`src/rtl/alu_req_issuer_pkg.sv`:
```
// Shared definitions for the ALU request issuer: widths, ALU opcodes
// and the issuer state encoding.
package alu_pkg;

  localparam int DATA_W = 8;
  localparam int OP_W   = 3;

  typedef enum logic [OP_W-1:0] {
    OP_ADD = 3'd0,
    OP_SUB = 3'd1,
    OP_AND = 3'd2,
    OP_OR  = 3'd3,
    OP_NOP = 3'd7
  } alu_op_e;

  typedef enum logic [1:0] {
    S_IDLE,
    S_ISSUE,
    S_WAIT,
    S_RESP
  } issuer_state_e;

  // Opcodes 4..7 have no ALU meaning; only 0..3 may be issued.
  function automatic logic op_defined(logic [OP_W-1:0] op);
    return !op[OP_W-1];
  endfunction

endpackage

```
`src/rtl/alu_req_issuer_if.sv`:
```
// Command / ALU / response bundle for the issuer.
// master: the issuer side. slave: the environment (upstream, ALU, downstream).
interface alu_req_issuer_if;
  import alu_pkg::*;

  logic              cmd_valid;
  logic              cmd_ready;
  logic [OP_W-1:0]   cmd_op;
  logic [DATA_W-1:0] cmd_a;
  logic [DATA_W-1:0] cmd_b;

  logic [OP_W-1:0]   alu_opcode;
  logic [DATA_W-1:0] alu_data_a;
  logic [DATA_W-1:0] alu_data_b;
  logic [DATA_W-1:0] alu_result;
  logic              alu_valid;

  logic              rsp_valid;
  logic              rsp_ready;
  logic [DATA_W-1:0] rsp_result;
  logic [OP_W-1:0]   rsp_op;
  logic              rsp_err;

  modport master (
    input  cmd_valid, cmd_op, cmd_a, cmd_b, alu_result, alu_valid, rsp_ready,
    output cmd_ready, alu_opcode, alu_data_a, alu_data_b,
           rsp_valid, rsp_result, rsp_op, rsp_err
  );

  modport slave (
    output cmd_valid, cmd_op, cmd_a, cmd_b, alu_result, alu_valid, rsp_ready,
    input  cmd_ready, alu_opcode, alu_data_a, alu_data_b,
           rsp_valid, rsp_result, rsp_op, rsp_err
  );

endinterface

```
`src/rtl/alu_req_issuer.sv`:
```
// ALU request issuer: accepts one command, issues it to a registered ALU,
// waits (bounded) for the result and holds a response until handshaken.
// Optional statistics counters are built when ALU_REQ_ISSUER_STATS_EN is defined.
module alu_req_issuer
  import alu_pkg::*;
#(
  parameter int TIMEOUT_CYCLES = 4
) (
  input  logic               clk,
  input  logic               rst_n,
  alu_req_issuer_if.master   bus
`ifdef ALU_REQ_ISSUER_STATS_EN
  ,
  output logic [15:0]        stat_cmds,
  output logic [15:0]        stat_errs
`endif
);

  localparam logic [3:0] TO_CNT = 4'(TIMEOUT_CYCLES);

  issuer_state_e     state_q, state_d;
  logic [3:0]        cnt_q, cnt_d;
  logic [OP_W-1:0]   op_q, op_d;
  logic [DATA_W-1:0] a_q, a_d, b_q, b_d;
  logic [DATA_W-1:0] res_q, res_d;
  logic              err_q, err_d;

  // State and captured command/response registers.
  always_ff @(posedge clk) begin
    if (!rst_n) begin
      state_q <= S_IDLE;
      cnt_q   <= '0;
      op_q    <= '0;
      a_q     <= '0;
      b_q     <= '0;
      res_q   <= '0;
      err_q   <= 1'b0;
    end else begin
      state_q <= state_d;
      cnt_q   <= cnt_d;
      op_q    <= op_d;
      a_q     <= a_d;
      b_q     <= b_d;
      res_q   <= res_d;
      err_q   <= err_d;
    end
  end

  // Next-state, register updates and all outputs.
  always_comb begin
    state_d        = state_q;
    cnt_d          = cnt_q;
    op_d           = op_q;
    a_d            = a_q;
    b_d            = b_q;
    res_d          = res_q;
    err_d          = err_q;
    bus.cmd_ready  = 1'b0;
    bus.rsp_valid  = 1'b0;
    bus.rsp_result = res_q;
    bus.rsp_op     = op_q;
    bus.rsp_err    = err_q;
    // Idle ALU inputs make it compute a harmless zero.
    bus.alu_opcode = OP_NOP;
    bus.alu_data_a = '0;
    bus.alu_data_b = '0;
    unique case (state_q)
      S_IDLE: begin
        bus.cmd_ready = 1'b1;
        if (bus.cmd_valid) begin
          op_d  = bus.cmd_op;
          a_d   = bus.cmd_a;
          b_d   = bus.cmd_b;
          res_d = '0;
          if (op_defined(bus.cmd_op)) begin
            err_d   = 1'b0;
            state_d = S_ISSUE;
          end else begin
            // Undefined op never touches the ALU: answer with an error at once.
            err_d   = 1'b1;
            state_d = S_RESP;
          end
        end
      end
      S_ISSUE: begin
        bus.alu_opcode = op_q;
        bus.alu_data_a = a_q;
        bus.alu_data_b = b_q;
        cnt_d          = '0;
        state_d        = S_WAIT;
      end
      S_WAIT: begin
        bus.alu_opcode = op_q;
        bus.alu_data_a = a_q;
        bus.alu_data_b = b_q;
        if (bus.alu_valid) begin
          res_d   = bus.alu_result;
          err_d   = 1'b0;
          state_d = S_RESP;
        end else begin
          cnt_d = cnt_q + 4'd1;
          if (cnt_q + 4'd1 == TO_CNT) begin
            res_d   = '0;
            err_d   = 1'b1;
            state_d = S_RESP;
          end
        end
      end
      S_RESP: begin
        bus.rsp_valid = 1'b1;
        if (bus.rsp_ready) state_d = S_IDLE;
      end
      default: state_d = S_IDLE;
    endcase
  end

`ifdef ALU_REQ_ISSUER_STATS_EN
  // Saturating counts of accepted commands and error responses.
  always_ff @(posedge clk) begin
    if (!rst_n) begin
      stat_cmds <= '0;
      stat_errs <= '0;
    end else begin
      if (state_q == S_IDLE && bus.cmd_valid && stat_cmds != 16'hFFFF)
        stat_cmds <= stat_cmds + 16'd1;
      if (state_q == S_RESP && bus.rsp_ready && err_q && stat_errs != 16'hFFFF)
        stat_errs <= stat_errs + 16'd1;
    end
  end
`endif

endmodule

```
`src/flat_wrapper.sv`:
```
// flat-port wrapper written by rule: the top's interface ports become plain ports
module alu_req_issuer_flat import alu_pkg::*;
#(
  parameter int TIMEOUT_CYCLES = 4
)
  (clk, rst_n, bus_cmd_valid, bus_cmd_op, bus_cmd_a, bus_cmd_b, bus_alu_result, bus_alu_valid, bus_rsp_ready, bus_cmd_ready, bus_alu_opcode, bus_alu_data_a, bus_alu_data_b, bus_rsp_valid, bus_rsp_result, bus_rsp_op, bus_rsp_err);
  alu_req_issuer_if bus_i ();
  input  logic clk;
  input  logic rst_n;
  input wire logic [$bits(bus_i.cmd_valid)-1:0] bus_cmd_valid;
  input wire logic [$bits(bus_i.cmd_op)-1:0] bus_cmd_op;
  input wire logic [$bits(bus_i.cmd_a)-1:0] bus_cmd_a;
  input wire logic [$bits(bus_i.cmd_b)-1:0] bus_cmd_b;
  input wire logic [$bits(bus_i.alu_result)-1:0] bus_alu_result;
  input wire logic [$bits(bus_i.alu_valid)-1:0] bus_alu_valid;
  input wire logic [$bits(bus_i.rsp_ready)-1:0] bus_rsp_ready;
  output wire logic [$bits(bus_i.cmd_ready)-1:0] bus_cmd_ready;
  output wire logic [$bits(bus_i.alu_opcode)-1:0] bus_alu_opcode;
  output wire logic [$bits(bus_i.alu_data_a)-1:0] bus_alu_data_a;
  output wire logic [$bits(bus_i.alu_data_b)-1:0] bus_alu_data_b;
  output wire logic [$bits(bus_i.rsp_valid)-1:0] bus_rsp_valid;
  output wire logic [$bits(bus_i.rsp_result)-1:0] bus_rsp_result;
  output wire logic [$bits(bus_i.rsp_op)-1:0] bus_rsp_op;
  output wire logic [$bits(bus_i.rsp_err)-1:0] bus_rsp_err;
  assign bus_i.cmd_valid = bus_cmd_valid;
  assign bus_i.cmd_op = bus_cmd_op;
  assign bus_i.cmd_a = bus_cmd_a;
  assign bus_i.cmd_b = bus_cmd_b;
  assign bus_i.alu_result = bus_alu_result;
  assign bus_i.alu_valid = bus_alu_valid;
  assign bus_i.rsp_ready = bus_rsp_ready;
  assign bus_cmd_ready = bus_i.cmd_ready;
  assign bus_alu_opcode = bus_i.alu_opcode;
  assign bus_alu_data_a = bus_i.alu_data_a;
  assign bus_alu_data_b = bus_i.alu_data_b;
  assign bus_rsp_valid = bus_i.rsp_valid;
  assign bus_rsp_result = bus_i.rsp_result;
  assign bus_rsp_op = bus_i.rsp_op;
  assign bus_rsp_err = bus_i.rsp_err;
  alu_req_issuer #(.TIMEOUT_CYCLES(TIMEOUT_CYCLES)) u_core (.clk(clk), .rst_n(rst_n), .bus(bus_i));
endmodule
```
`config.mk`:
```
export PLATFORM = sky130hd
export DESIGN_NAME = alu_req_issuer_flat
export DESIGN_NICKNAME = d
export VERILOG_FILES = /design/src/rtl/alu_req_issuer_pkg.sv /design/src/rtl/alu_req_issuer_if.sv /design/src/rtl/alu_req_issuer.sv /design/src/flat_wrapper.sv
export SDC_FILE = /design/constraint.sdc
export NUM_CORES = 1
export LEC_CHECK = 0
export ABC_AREA = 1
export BUFFER_PORTS_ARGS = -buffer_cell sky130_fd_sc_hd__buf_2
export CORE_UTILIZATION = 48
export DETAILED_ROUTE_END_ITERATION = 10
export HOLD_SLACK_MARGIN = 0.03
export PLACE_DENSITY_LB_ADDON = 0.08
export SLEW_MARGIN = 20
export SYNTH_ARGS = -nofsm -noshare
export SYNTH_HDL_FRONTEND = slang
export SYNTH_SLANG_ARGS = --single-unit
```
`constraint.sdc`:
```
create_clock -name clk -period 1.9 [get_ports clk]
set_input_delay 0.19 -clock clk [delete_from_list [all_inputs] [get_ports clk]]
set_output_delay 0.19 -clock clk [all_outputs]
set_load 0.01 [all_outputs]
```
==> results.toml, run 1 <==
[flow_run]
max_cap_violations = 0

[pwr]
power_uw = 2780
p_per_area_nw_per_um2 = 1360
combPwrFrac_pct = 50.7
clkPwrFrac_pct = 12.9
sw_frac_of_total_pct = 43.0
p_int_uw = 1580
seqPwrFrac_pct = 36.3
p_leak_uw = 0.00115
netSwitchingPower_uw = 1200
ir_drop_mv = 0.623

[timing]
setup_ws_ns = 0.130
rsz0062_at_grt = "false"
timing.final.max_slew_violations = 0
max_freq_mhz = 565
setup_violations = 0
timing.slew.headroom_pct = 68.9
worst_pin_slew_ns = 0.461
hold_violations = 0
finalSetupTns_ns = 0
fin_crit_ns = 1.77
skew_ns = 0.00639
fin_crit_sh_pct = 93.2

[route]
route.vias.total = 1587
drt-pass1-iter-count = 4
drt_iter0_drc = 76
antenna_left = 0
wl_per_cell_microns = 9.61
drc = 0
wl_mm = 3.32
viasPerCell = 4.60

[final_layout]
regArea_sq_um = 681
nNetsFinal = 339
fin_cells = 345
fillers = 311
drive_above_1_share_pct = 29.2
finalCoreUtilization_pct = 64.8
multi_input_area_sq_um = 778
diodes = 0
area_growth_pct = 23.5

[yosys]
synthesis.nets = 274
synth_edf_count = 0
synth_area_per_cell_sq_um = 7.01
ys_warn_count = 0
yosysSeqAreaShare_pct = 41.1
yosysTopAreaCellShare_pct = 41.1
syn_inst = 236
synth_area_leader_cell = "dfxtp_1"
synth_area_leaders = "dfxtp_1, nor2_1, nand2_1"
async_flop_share_pct = 0
syn-cell-area_sq_um = 1660
ys_ff_latch = 34
synth_most_common_cell = "nor2_1"
synth-main-ff-cell = "dfxtp_1"
synthTopCellsByCount = "nor2_1, nand2_1, inv_1"
synth_cell_types = 25

[setup_path]
setup.worst_path.class = "reg -> out"
reg2reg_slack_ns = 0.30
cpMostUsedCell = "inv_1"
cp_num_buf_inv = 3
arrival_ns = 1.58
path_max_fanout = 4
worstPathCellList = "inv_1 -> ha_1 -> inv_1 -> or2_2 -> buf_2"
crit_path_top_delay_cell = "dfxtp_1"
critPathLaunch = "u_core.state_q[0]$_SDFFE_PN0P_"
crit_path_end = "bus_alu_opcode[2]"
critPathTopFamily = "flip-flops"
r2r_cells = 6
cp-end-kind = "output pin"
r2r_start = "u_core.state_q[0]$_SDFFE_PN0P_"
cpPeakStageDelay_ns = 0.39
cp.required_ns = 1.71
cp_num_cells = 5
r2r-end = "u_core.bus.rsp_result[4]$_SDFFE_PN0P_"
start_kind = "register"

[clocking]
clock-root-buffer = "clkbuf_4"
clockBufferDepth = 2
ctsResizeCount = 0
cts-buffers-inserted = 5
clk_latency_ns = 0.33
clkTransAtPathRegs_ns = 0.10
cts_sinks = 34
holdBufCountCts = 0
cts_tree = "yes"
cts_htree_levels = 2
post_cts_buffers = 0

[floorplanning]
die-area_sq_um = 3690
fp.dieW_microns = 60.7
core_sq_um = 3150
io_pins = 65
die_h_microns = 60.7
floorplan.initialDensity_pct = 52.5
fp-row-count = 20

[global_routing]
grt_max_degree = 28
track_usage_pct = 20.1
grt_pass1_vias = 1264
gr-total-overflow = 0
antenna_found_initial = 0
grt_pass1_wl_mm = 5.50

[hold_path]
worstHoldPathType = "in -> reg"
timing.hold.worst.start = "bus_alu_result[6]"

[placed_design]
gp_congestion = 0.743
dp_hpwl_mm = 2.38
numPlacedInstances = 338
place_ws_ns = 0.311
io_buffers = 64

[run_status]
outcome = "completed"
-- worst reg2reg max path: stages, from the launching register on --
cell	delay [ns]
dfxtp_1	0.39
inv_1	0.08
ha_1	0.26
o21ai_2	0.31
nand3_4	0.22
a21oi_1	0.18
nor2_1	0.05
-- layer usage --
metal	wire length, microns	GRT usage [%]
met3	223	6.61
met2	1460	32.2
met1	1600	25.9
met5	0	0
met4	31	5.84
-- state kept, by name, summed over array words and instances (netlist names) --
name,flops
u_core.state_q,2
u_core.bus.rsp_op,3
u_core.bus.rsp_result,8
u_core.a_q,8
u_core.b_q,8
u_core.cnt_q,4
u_core.bus.rsp_err,1
-- cells in the final DEF (no fill, tap or decap) --
cell type and n:
a21oi_1 13, a21oi_2 1, buf_2 64, buf_4 3, clkbuf_1 2, clkbuf_4 5, clkinv_1 1, dfxtp_1 34
ha_1 6, inv_1 36, inv_2 1, nand2_1 40, nand2_2 5, nand2_4 1, nand3_1 3, nand3_2 1
nand3_4 2, nand4_1 6, nor2_1 48, nor2_4 1, o21ai_0 23, o21ai_1 1, o21ai_2 1, or2_2 3
-- through the flow --
step | hold slack, ns | instance area, sq um
6_report | 0.0911 | 2040
5_1_grt | 0.0837 | 2040
4_1_cts | 0.0783 | 2040
3_5_place_dp | 0.427 | 2000
3_3_place_gp | 0.416 | 2000
2_1_floorplan | 0.329 | 1660
-- worst min-delay path by stage --
stage | to | slack (ns) | cells past startpoint
after CTS | u_core.bus.rsp_result[6]$_SDFFE_PN0P_ | 0.08 | 3
after floorplan | u_core.bus.rsp_result[0]$_SDFFE_PN0P_ | 0.33 | 2
after global placement | u_core.bus.rsp_result[6]$_SDFFE_PN0P_ | 0.42 | 3
final | u_core.bus.rsp_result[6]$_SDFFE_PN0P_ | 0.09 | 3
after global routing | u_core.bus.rsp_result[6]$_SDFFE_PN0P_ | 0.08 | 3
after detailed placement | u_core.bus.rsp_result[6]$_SDFFE_PN0P_ | 0.43 | 3
-- power groups by stage --
stage	sequential [uW]	clock, uW	combinational, uW
2_1_floorplan	1050	0	978
6_report	1010	359	1410
3_5_place_dp	1030	0	1420
4_1_cts	1010	378	1430
5_1_grt	1040	410	1630
3_3_place_gp	1020	0	1410
-- cells by family after synthesis --
group                    share of synthesized area, %
AND/OR/NAND/NOR                                  30.2
buffers and inverters                            11.9
AO/OA/AOI/OAI                                    12.2
adder cells (fa/ha/maj)                          4.54
flip-flops                                       41.1
-- final cells by class --
cell class                      count  share of cell area, %
Clock buffer                        7                   2.20
Inverter                           38                   6.98
Multi-Input combinational cell    155                   38.1
Sequential cell                    34                   33.3
Tap cell                           44                   2.69
Timing Repair Buffer               67                   16.8
No activity file was read; power rests on OpenSTA's default activity.
==> run 2: changes to the inputs <==
--- a/config.mk
+++ b/config.mk
@@ -7,10 +7,11 @@
 export LEC_CHECK = 0
 export ABC_AREA = 1
 export BUFFER_PORTS_ARGS = -buffer_cell sky130_fd_sc_hd__buf_2
-export CORE_UTILIZATION = 48
+export CORE_UTILIZATION = 50
 export DETAILED_ROUTE_END_ITERATION = 10
 export HOLD_SLACK_MARGIN = 0.03
 export PLACE_DENSITY_LB_ADDON = 0.08
+export SETUP_SLACK_MARGIN = 0.05
 export SLEW_MARGIN = 20
 export SYNTH_ARGS = -nofsm -noshare
 export SYNTH_HDL_FRONTEND = slang
==> constraint.sdc (replaced) <==
create_clock -name clk -period 2.2 [get_ports clk]
set_input_delay 0.22 -clock clk [delete_from_list [all_inputs] [get_ports clk]]
set_output_delay 0.22 -clock clk [all_outputs]
set_load 0.01 [all_outputs]
==> run 2 against run 1 <==
- first-iteration DRC count decreased by 21%
- clock skew decreased by 0.0027 ns
- critical endpoint is now u_core.a_q[7]$_SDFFE_PN0P_
- global-route usage increased by 0.56 points
- cell area about the same
==> results.toml, run 2 (synthesis results as in run 1) <==
[setup_path]
cpMostUsedCell = "nor2_1"
critPathTopFamily = "buffers and inverters"
cp_num_buf_inv = 2
reg2reg_slack_ns = 0.31
worstPathCellList = "inv_1 -> ha_1 -> nand2_1 -> clkinv_1 -> nor2_1 -> nor2_1"
path_max_fanout = 19
start_kind = "register"
cpPeakStageDelay_ns = 0.50
r2r_start = "u_core.state_q[0]$_SDFFE_PN0P_"
crit_path_top_delay_cell = "clkinv_1"
cp_num_cells = 6
crit_path_end = "u_core.a_q[7]$_SDFFE_PN0P_"
arrival_ns = 2.12
r2r-end = "u_core.a_q[7]$_SDFFE_PN0P_"
cp-end-kind = "register"
critPathLaunch = "u_core.state_q[0]$_SDFFE_PN0P_"
r2r_cells = 6
setup.worst_path.class = "reg -> reg"
cp.required_ns = 2.42

[clocking]
post_cts_buffers = 0
cts_tree = "yes"
clockBufferDepth = 2
holdBufCountCts = 0
clkTransAtPathRegs_ns = 0.09
clock-root-buffer = "clkbuf_4"
ctsResizeCount = 0
cts_sinks = 34
cts-buffers-inserted = 5
cts_htree_levels = 2
clk_latency_ns = 0.32

[timing]
timing.final.max_slew_violations = 0
skew_ns = 0.00371
max_freq_mhz = 528
fin_crit_sh_pct = 86.0
worst_pin_slew_ns = 0.515
fin_crit_ns = 1.89
finalSetupTns_ns = 0
rsz0062_at_grt = "false"
hold_violations = 0
timing.slew.headroom_pct = 65.5
setup_violations = 0

[placed_design]
numPlacedInstances = 337
io_buffers = 64
dp_hpwl_mm = 2.48
gp_congestion = 0.764

[floorplanning]
die_h_microns = 59.5
fp-row-count = 20
core_sq_um = 3100
io_pins = 65
floorplan.initialDensity_pct = 53.3
die-area_sq_um = 3550
fp.dieW_microns = 59.5

[final_layout]
diodes = 0
fin_cells = 343
drive_above_1_share_pct = 29.4
layout_common_cells = "buf_2, nor2_1, nand2_1"
nNetsFinal = 338
area_growth_pct = 23.4
layout_commonest_cell = "buf_2"

[run_status]
outcome = "completed"

[route]
drt-pass1-iter-count = 4
drc = 0
drt_iter0_drc = 60
antenna_left = 0
wl_mm = 3.40
viasPerCell = 4.58
wl_per_cell_microns = 9.90
route.vias.total = 1570

[global_routing]
gr-total-overflow = 0
track_usage_pct = 20.7
grt_pass1_wl_mm = 5.49
grt_max_degree = 28
antenna_found_initial = 0
grt_pass1_vias = 1319

[pwr]
p_per_area_nw_per_um2 = 1180
p_leak_uw = 0.00115
sw_frac_of_total_pct = 42.6
seqPwrFrac_pct = 36.3
ir_drop_mv = 0.697
clkPwrFrac_pct = 13.7
netSwitchingPower_uw = 1030
p_int_uw = 1380
combPwrFrac_pct = 50.1

[hold_path]
timing.hold.worst.start = "bus_alu_result[2]"
worstHoldPathType = "in -> reg"

[flow_run]
max_cap_violations = 0
[run 2: changes by cell type in the layout (fill, tap and decap cells not counted), sizes merged]
cell	change
buf	-1
clkbuf	-1
[run 2: layout make-up]
class	count	area, sq um
clock buffers	6	51.3
repair buffers	66	335
fillers	332	1060
inverters	38	143
multi-input cells	155	778
flip-flops and latches	34	681
well taps	44	55.1
[run 2: power by group through the flow]
stage	registers (uW)	clock network, uW	logic (uW)
finish	874	329	1210
global route	898	371	1370
CTS	874	343	1220
detailed placement	888	0	1210
global placement	883	0	1200
floorplan	907	0	845
[run 2: worst min path at each step]
stage,end,slack (ns),cells after the start
floorplan,u_core.bus.rsp_result[0]$_SDFFE_PN0P_,0.36,2
global placement,u_core.bus.rsp_result[4]$_SDFFE_PN0P_,0.45,3
detailed placement,u_core.bus.rsp_result[3]$_SDFFE_PN0P_,0.46,2
CTS,u_core.bus.rsp_result[2]$_SDFFE_PN0P_,0.11,3
global route,u_core.bus.rsp_result[2]$_SDFFE_PN0P_,0.11,3
finish,u_core.bus.rsp_result[2]$_SDFFE_PN0P_,0.12,3
[run 2: worst reg2reg max path, delay by kind of cell (launching register included)]
| family | cells | cell delay (ns) |
|---|---|---|
| and+or+nand+nor | 3 | 0.56 |
| adders and majority gates | 1 | 0.27 |
| DFF | 1 | 0.39 |
| buffers and inverters | 2 | 0.58 |
[run 2: per-stage QoR]
stage               power (uW)  hold WS [ns]  area, sq um  setup WS (ns)  util, %
detailed placement        2100         0.456         1990          0.317     64.2
global placement          2080         0.451         1990          0.381     64.2
finish                    2410         0.117         2040          0.307     65.8
CTS                       2440         0.109         2040          0.296     65.8
floorplan                 1750         0.359         1660          0.634        -
global route              2640         0.110         2040          0.101     65.8
[run 2: layer usage]
layer	global-route usage, %	up-vias	routed length, microns
li1	-	850	-
met3	7.21	2	268
met2	32.7	57	1570
met4	6.64	0	13
met5	0	-	0
met1	26.3	661	1550
